===== config.mk =====
export PLATFORM = sky130hd
export DESIGN_NAME = song_sequencer
export DESIGN_NICKNAME = d
export VERILOG_FILES = /design/src/rtl/song_sequencer.sv
export SDC_FILE = /design/constraint.sdc
export NUM_CORES = 1
export LEC_CHECK = 0
export ABC_CLOCK_PERIOD_IN_PS = 6060
export CORE_MARGIN = 1
export CORE_UTILIZATION = 50
export DETAILED_ROUTE_END_ITERATION = 16
export HOLD_SLACK_MARGIN = 0.1
export PLACE_DENSITY = 0.71
export SLEW_MARGIN = 20
export SYNTH_ARGS = -nofsm -noshare
export SYNTH_HDL_FRONTEND = slang
export SYNTH_SLANG_ARGS = --single-unit

===== constraint.sdc =====
create_clock -name clk -period 6.06 [get_ports clk]
set_input_delay 0.909 -clock clk [delete_from_list [all_inputs] [get_ports clk]]
set_output_delay 0.909 -clock clk [all_outputs]
set_load 0.03 [all_outputs]

===== src/rtl/song_sequencer.sv =====
// Timed playback controller for the music-sheet ROM: steps through notes, holds each
// for its duration, renders a square wave on speaker, and inserts a silent gap between notes.
`timescale 1ns/1ps
module song_sequencer #(
    parameter int unsigned TICK_CYCLES = 6250000,
    parameter int unsigned GAP_CYCLES  = 500000
) (
    input  logic        clk,
    input  logic        reset,
    input  logic        start,
    input  logic        stop,
    input  logic        loop,
    input  logic [19:0] note,
    input  logic [4:0]  duration,
    input  logic        done,
    output logic [9:0]  number,
    output logic        speaker,
    output logic        playing,
    output logic        finished
);

    typedef enum logic [2:0] {S_IDLE, S_LOAD, S_PLAY, S_GAP, S_FINISH} state_t;

    state_t      r_state;
    logic [9:0]  r_number;
    logic        r_speaker;
    logic        r_playing;
    logic        r_finished;
    logic [19:0] r_note;
    logic [4:0]  r_dur;
    logic        r_last;
    logic [19:0] r_tone_cnt;
    logic [31:0] r_play_cnt;
    logic [31:0] r_gap_cnt;

    logic        w_eon_last;
    logic        w_eon_finish;
    logic [9:0]  w_eon_number;
    logic [31:0] w_play_last;
    logic        w_play_end;
    logic        w_tone_wrap;
    logic        w_tone_high;
    logic        w_gap_end;

    // A zero-duration note resolves end-of-note in LOAD, before last_r has been latched.
    assign w_eon_last   = (r_state == S_LOAD) ? done : r_last;
    assign w_eon_finish = w_eon_last && !loop;
    assign w_eon_number = w_eon_last ? 10'd0 : r_number + 10'd1;

    assign w_play_last = 32'(r_dur) * TICK_CYCLES - 32'd1;
    assign w_play_end  = (r_play_cnt == w_play_last);
    // Silent periods (0/1) keep the tone counter parked at zero.
    assign w_tone_wrap = (r_note < 20'd2) || (r_tone_cnt == r_note - 20'd1);
    assign w_tone_high = (r_note >= 20'd2) && (r_tone_cnt < (r_note >> 1));
    assign w_gap_end   = (r_gap_cnt == 32'(GAP_CYCLES - 1));

    always_ff @(posedge clk or posedge reset) begin
        if (reset) begin
            r_state    <= S_IDLE;
            r_number   <= 10'd0;
            r_speaker  <= 1'b0;
            r_playing  <= 1'b0;
            r_finished <= 1'b0;
            r_note     <= 20'd0;
            r_dur      <= 5'd0;
            r_last     <= 1'b0;
            r_tone_cnt <= 20'd0;
            r_play_cnt <= 32'd0;
            r_gap_cnt  <= 32'd0;
        end else if (stop) begin
            r_state    <= S_IDLE;
            r_number   <= 10'd0;
            r_speaker  <= 1'b0;
            r_playing  <= 1'b0;
            r_finished <= 1'b0;
        end else begin
            case (r_state)
                S_IDLE: begin
                    r_number  <= 10'd0;
                    r_speaker <= 1'b0;
                    if (start) begin
                        r_state   <= S_LOAD;
                        r_playing <= 1'b1;
                    end
                end
                S_LOAD: begin
                    r_note    <= note;
                    r_dur     <= duration;
                    r_last    <= done;
                    r_speaker <= 1'b0;
                    if (duration == 5'd0) begin
                        if (w_eon_finish) begin
                            r_state    <= S_FINISH;
                            r_playing  <= 1'b0;
                            r_finished <= 1'b1;
                        end else begin
                            r_number <= w_eon_number;
                        end
                    end else begin
                        r_state    <= S_PLAY;
                        r_tone_cnt <= 20'd0;
                        r_play_cnt <= 32'd0;
                    end
                end
                S_PLAY: begin
                    r_speaker  <= w_play_end ? 1'b0 : w_tone_high;
                    r_tone_cnt <= w_tone_wrap ? 20'd0 : r_tone_cnt + 20'd1;
                    r_play_cnt <= r_play_cnt + 32'd1;
                    if (w_play_end) begin
                        r_state   <= S_GAP;
                        r_gap_cnt <= 32'd0;
                    end
                end
                S_GAP: begin
                    r_speaker <= 1'b0;
                    if (w_gap_end) begin
                        if (w_eon_finish) begin
                            r_state    <= S_FINISH;
                            r_playing  <= 1'b0;
                            r_finished <= 1'b1;
                        end else begin
                            r_state  <= S_LOAD;
                            r_number <= w_eon_number;
                        end
                    end else begin
                        r_gap_cnt <= r_gap_cnt + 32'd1;
                    end
                end
                S_FINISH: begin
                    r_speaker <= 1'b0;
                    if (start) begin
                        r_state    <= S_LOAD;
                        r_number   <= 10'd0;
                        r_playing  <= 1'b1;
                        r_finished <= 1'b0;
                    end
                end
                default: begin
                    r_state <= S_IDLE;
                end
            endcase
        end
    end

    assign number   = r_number;
    assign speaker  = r_speaker;
    assign playing  = r_playing;
    assign finished = r_finished;

endmodule


======== After elaboration in Yosys (flattened, before gate mapping) ========
Index checks and enable logic that the tools add are counted.
cells by class
  multiplexer cells ....................... 39
  equal/unequal tests ..................... 16
  reductions and logical operators ........ 21
  magnitude comparators ................... 3
  $add $sub $neg .......................... 6
  multipliers ............................. 1
  bitwise gates (word level) .............. 1
operator list
  operator                                                            count
  one-hot mux 32 bit (2 select lines)                                 2
  two-way mux 32 bit                                                  3
  adder 32 x 1 -> 32 bit, second input constant                       2
  two-way mux 10 bit                                                  6
  two-way mux 20 bit                                                  2
  one-hot mux 10 bit (4 select lines)                                 1
  one-hot mux 20 bit (2 select lines)                                 1
  equality test 32 x 19 -> 1 bit, second input constant               1
  equality test 32 bit                                                1
  subtractor 28 x 1 -> 29 bit, second input constant                  1
  multiplier 5 x 19 -> 24 bit, second input constant                  1
  two-way mux 3 bit                                                   7
  adder 20 x 1 -> 20 bit, second input constant                       1
  equality test 20 bit                                                1
  greater-or-equal comparator 20 x 2 -> 1 bit, second input constant  1
  < comparator 20 x 19 -> 1 bit                                       1
  < comparator 20 x 2 -> 1 bit, second input constant                 1
  AND reduction 4 bit                                                 5
  subtractor 20 x 1 -> 20 bit, second input constant                  1
  two-way mux 1 bit                                                   13
  one-hot mux 3 bit (4 select lines)                                  1
  adder 10 x 1 -> 10 bit, second input constant                       1
  inequality test 3 bit, second input constant                        3
  nonzero test 4 bit                                                  2
  other kinds (22)                                                    28
word-level totals
  logic and storage cells ................. 98
  output and inout port bits .............. 13
  register bits after elaboration ......... 126

======== Depth between registers and ports, before layout ========
  word-level depth ........................ 7
  depth in mapped cells ................... 23
  mapped depth without buffers ............ 20

======== Worst setup path before layout ========
OpenSTA, ideal clock, no wires.
  kind .................................... register to register
  start ................................... reg r_dur[3]
  end ..................................... reg r_gap_cnt[7]
  clock period less this slack ............ 5.433 ns
  arrival ................................. 5.290 ns
  path buffers ............................ 3
  path slack .............................. 0.627 ns
  cell stages (with the launch flop) ...... 24
  cell sequence ........................... dfrtp_1 -> inv_1 -> fa_1 -> xnor2_1 -> ha_1 -> a21o_1 -> xor2_1 -> ha_1 -> a21o_1 -> ha_1 -> buf_2 -> nor2b_1 -> a221o_1 -> nor3b_2 -> nand2_1 -> or4_1 -> clkbuf_1 -> or4_1 -> a311o_1 -> o21ai_2 -> nand4_4 -> a21oi_4 -> buf_6 -> o221ai_2
between the ends
  cells in the longest elaborated chain, start to end .. 5
RTL lines
  item                             line  text
  start, declared                  30    logic [4:0] r_dur;
  start signal, assigned           88    r_dur <= duration;
  multiplier 5 x 19 -> 24 bit      50    assign w_play_last = 32'(r_dur) * TICK_CYCLES - 32'd1;
  subtractor 28 x 1 -> 29 bit      50
  equality test 32 bit             51    assign w_play_end = (r_play_cnt == w_play_last);
  inequality test 2 bit (no line)  --
  AND reduction 4 bit (no line)    --
  end signal, assigned             126   r_gap_cnt <= r_gap_cnt + 32'd1;
  end, declared                    34    logic [31:0] r_gap_cnt;
No other way between the ends.
A chain may end at the register's enable or synchronous reset.

======== Worst setup path in the final report ========
  start ................................... reg r_dur[2]
  end ..................................... reg r_gap_cnt[19]
The elaborated chain is that of the path after synthesis.

==> flow_summary_export.csv <==
group,metric,value,unit
detailed_routing,wl_met1,11300,microns
floorplanning,io-pin-count,44,
layout,layoutNonFillerInstCount,1497,
detailed_routing,drc,0,
global_routing,overflow,0,
setup_path,reg2reg_slack,0.30,ns
synthesis,synth_area_leader_cell,"dfrtp_1",
placed_design,dpl.cell_count,1465,
setup_path,critical_path_class,"register to register",
timing,setup_violations,0,
synthesis,yosys-top-cells-area,"dfrtp_1 (32%), ha_1 (8.2%), xnor2_1 (5.0%)",
placed_design,globalplace.congestion,0.873,
placed_design,port_buffers,43,
timing,max_freq,174,MHz
synthesis,yosys_warnings,0,
synthesis,seq_area_frac_synth,0.319,
timing,hold_ws,0.531,ns
timing,worstMarginPinSlew,1.08,ns
detailed_routing,dr_wl_met2,11400,microns
detailed_routing,dr_wl_met3,823,microns
clock_tree,clk_latency,0.42,ns
floorplanning,core.rowCount,51,
global_routing,grt_pass1_vias,8279,
floorplanning,core_region_area,19400,sq um
synthesis,synth_top_flop_cell,"dfrtp_1",
clock_tree,cts_buffer_depth,2,
worst_hold_path,min_path_type,"register to register",
synthesis,synthesis.nets,1289,
floorplanning,initial_core_util,0.510,
placed_design,preCtsSetupSlack,0.0699,ns
global_routing,grt_use_total,0.251,
clock_tree,postCtsSetupBuffers,0,
clock_tree,cts.htree.levels,4,
detailed_routing,via_per_inst,5.77,
global_routing,grt_pass1_wl,40600,microns
timing,relSlewSlack,0.277,
setup_path,crit_arrival,6.05,ns
layout,layout-drive-gt1-share,0.0666,
detailed_routing,wirelength,23900,microns
placed_design,dp_hpwl,17800,microns
setup_path,crit_required,6.35,ns
clock_tree,ctsResizeCount,0,
clock_tree,numCtsBuffers,17,
detailed_routing,highest_layer,"met4",
clock_tree,cts_num_sinks,126,
layout,final_util,0.581,
outcome,outcome,"finished clean",
layout,area.growth.synth_to_final,13.9,%
clock_tree,root_buffer,"clkbuf_16",
floorplanning,dieArea,20300,sq um
global_routing,grt_max_degree,76,
synthesis,ys_async_sr_fraction,1.00,
detailed_routing,drt_first_pass_iters,6,
timing,hold_viol_final,0,
setup_path,critical_path.startpoint_type,"register",
timing,maxSlewViolCount,0,
synthesis,syn_avg_cell_area,8.37,sq um
floorplanning,die_h,143,microns
layout,num_antenna_cells,0,
floorplanning,die_x,143,microns
setup_path,path_max_fanout,27,
synthesis,synth_area,9890,sq um
clock_tree,path_clk_slew,0.07,ns
layout,finalNetCount,1326,
synthesis,synth.most_common_cell,"dfrtp_1",
setup_path,cp-end-kind,"register",
global_routing,antenna_found_initial,0,
detailed_routing,route.vias.total,8642,
synthesis,synth_cell_types,82,
synthesis,ys_top_cells_by_count,"dfrtp_1 (126), nand2_1 (99), inv_1 (97)",
timing,setup_ws,0.298,ns
detailed_routing,avgRoutedWirePerCell,16.0,microns
synthesis,synth-edff-count,0,
synthesis,ys_ff_latch,126,
detailed_routing,drt_iter0_drc,579,
run,cap_viol_max_count,0,
synthesis,synth_cells,1182,
clock_tree,hold_buffers,0,
clock_tree,cts_tree,"done",
synthesis,synth_top_area_share,0.319,
timing,worst_clock_skew,0.0140,ns
timing,period_needed,5.76,ns
timing,fin_crit_sh,0.951,
detailed_routing,antenna_left,0,
-- metrics by stage --
stage,cell area [sq um],TNS (ns)
floorplan,9890,0
global placement,10600,0
detailed placement,10600,0
CTS,11200,0
global route,11300,-0.0142
finish,11300,0
-- worst max-delay path, stage by stage, from the launching register on --
cell and delay, ns:
dfrtp_2 0.41, inv_1 0.12, fa_1 0.62, xnor2_1 0.09, ha_1 0.17, a21o_1 0.19
xor2_1 0.15, ha_1 0.19, a21o_1 0.16, ha_2 0.33, nor2b_1 0.16, a221o_1 0.32
nor3b_2 0.25, nand2_1 0.16, or4_1 0.67, or4_1 0.44, a311o_1 0.33, o21ai_2 0.08
nand4_4 0.14, a21oi_4 0.27, buf_12 0.22, o221ai_1 0.13
-- placed cells by master, fill, tap and decap left out, drive strengths merged, types with 11 or more instances in the layout --
| master | synthesis | layout |
|---|---|---|
| nor2 | 79 | 79 |
| o21ai | 122 | 122 |
| xor2 | 44 | 44 |
| nor3 | 57 | 57 |
| or3 | 16 | 16 |
| nor2b | 12 | 12 |
| dfrtp | 126 | 126 |
| nor4 | 15 | 15 |
| and3 | 32 | 32 |
| clkbuf | 28 | 18 |
| xnor2 | 57 | 57 |
| inv | 98 | 102 |
| nand2b | 24 | 24 |
| nand2 | 99 | 99 |
| ha | 65 | 65 |
| a21oi | 30 | 30 |
| clkdlybuf4s50 | 0 | 43 |
| nor3b | 11 | 11 |
| or4 | 13 | 13 |
| nand3 | 50 | 50 |
| a21o | 13 | 13 |
| fa | 11 | 11 |
| a31oi | 34 | 34 |
| buf | 10 | 13 |
| nand4 | 22 | 22 |
-- area by class of cell --
cell class                 instances  area [sq um]
sequential                       126          3150
fill                            1792          8140
clock buffer                      18           439
multi-input combinational        920          6270
timing repair buffer              56           541
tap                              265           332
clock inverter                    14           158
inverter                          98           370
-- path summary, 6_finish.rpt --
check,from,endpoint,cells after the start
max in group asynchronous,reset,r_dur[2]$_DFFE_PP0P_,3
max reg2reg,r_dur[2]$_DFFE_PP0P_,r_gap_cnt[19]$_DFFE_PP0P_,21
min,r_play_cnt[2]$_DFFE_PP0P_,r_play_cnt[2]$_DFFE_PP0P_,1
min in group asynchronous,reset,r_gap_cnt[15]$_DFFE_PP0P_,2
min reg2reg,r_play_cnt[2]$_DFFE_PP0P_,r_play_cnt[2]$_DFFE_PP0P_,1
max,r_dur[2]$_DFFE_PP0P_,r_gap_cnt[19]$_DFFE_PP0P_,21
-- cells by family (layout without fill, tap and decap cells) --
logic type,Yosys count,after routing,share of synthesized area
and+or+nand+nor,455,455,0.241
AOI/OAI and AO/OA,276,276,0.177
buffers and inverters,136,186,0.0548
muxes,10,10,0.0105
xor gates and xnor gates,103,103,0.0940
adders and majority gates,76,76,0.105
DFF,126,126,0.319
-- sequential cells by signal, summed over array words and instances, names as in the netlist --
name and cells:
r_state 3, speaker 1, r_tone_cnt 20, playing 1, number 10, r_note 20
r_play_cnt 32, r_last 1, r_dur 5, r_gap_cnt 32, finished 1
-- routing by layer --
layer	global-route usage	vias to the layer above
met5	0	-
met4	0.0758	0
met3	0.0389	30
met2	0.410	183
met1	0.343	4103
li1	-	4326
Power is not shown: default switching activity piles up to over one toggle a cycle in this logic, so the estimate is an artifact.
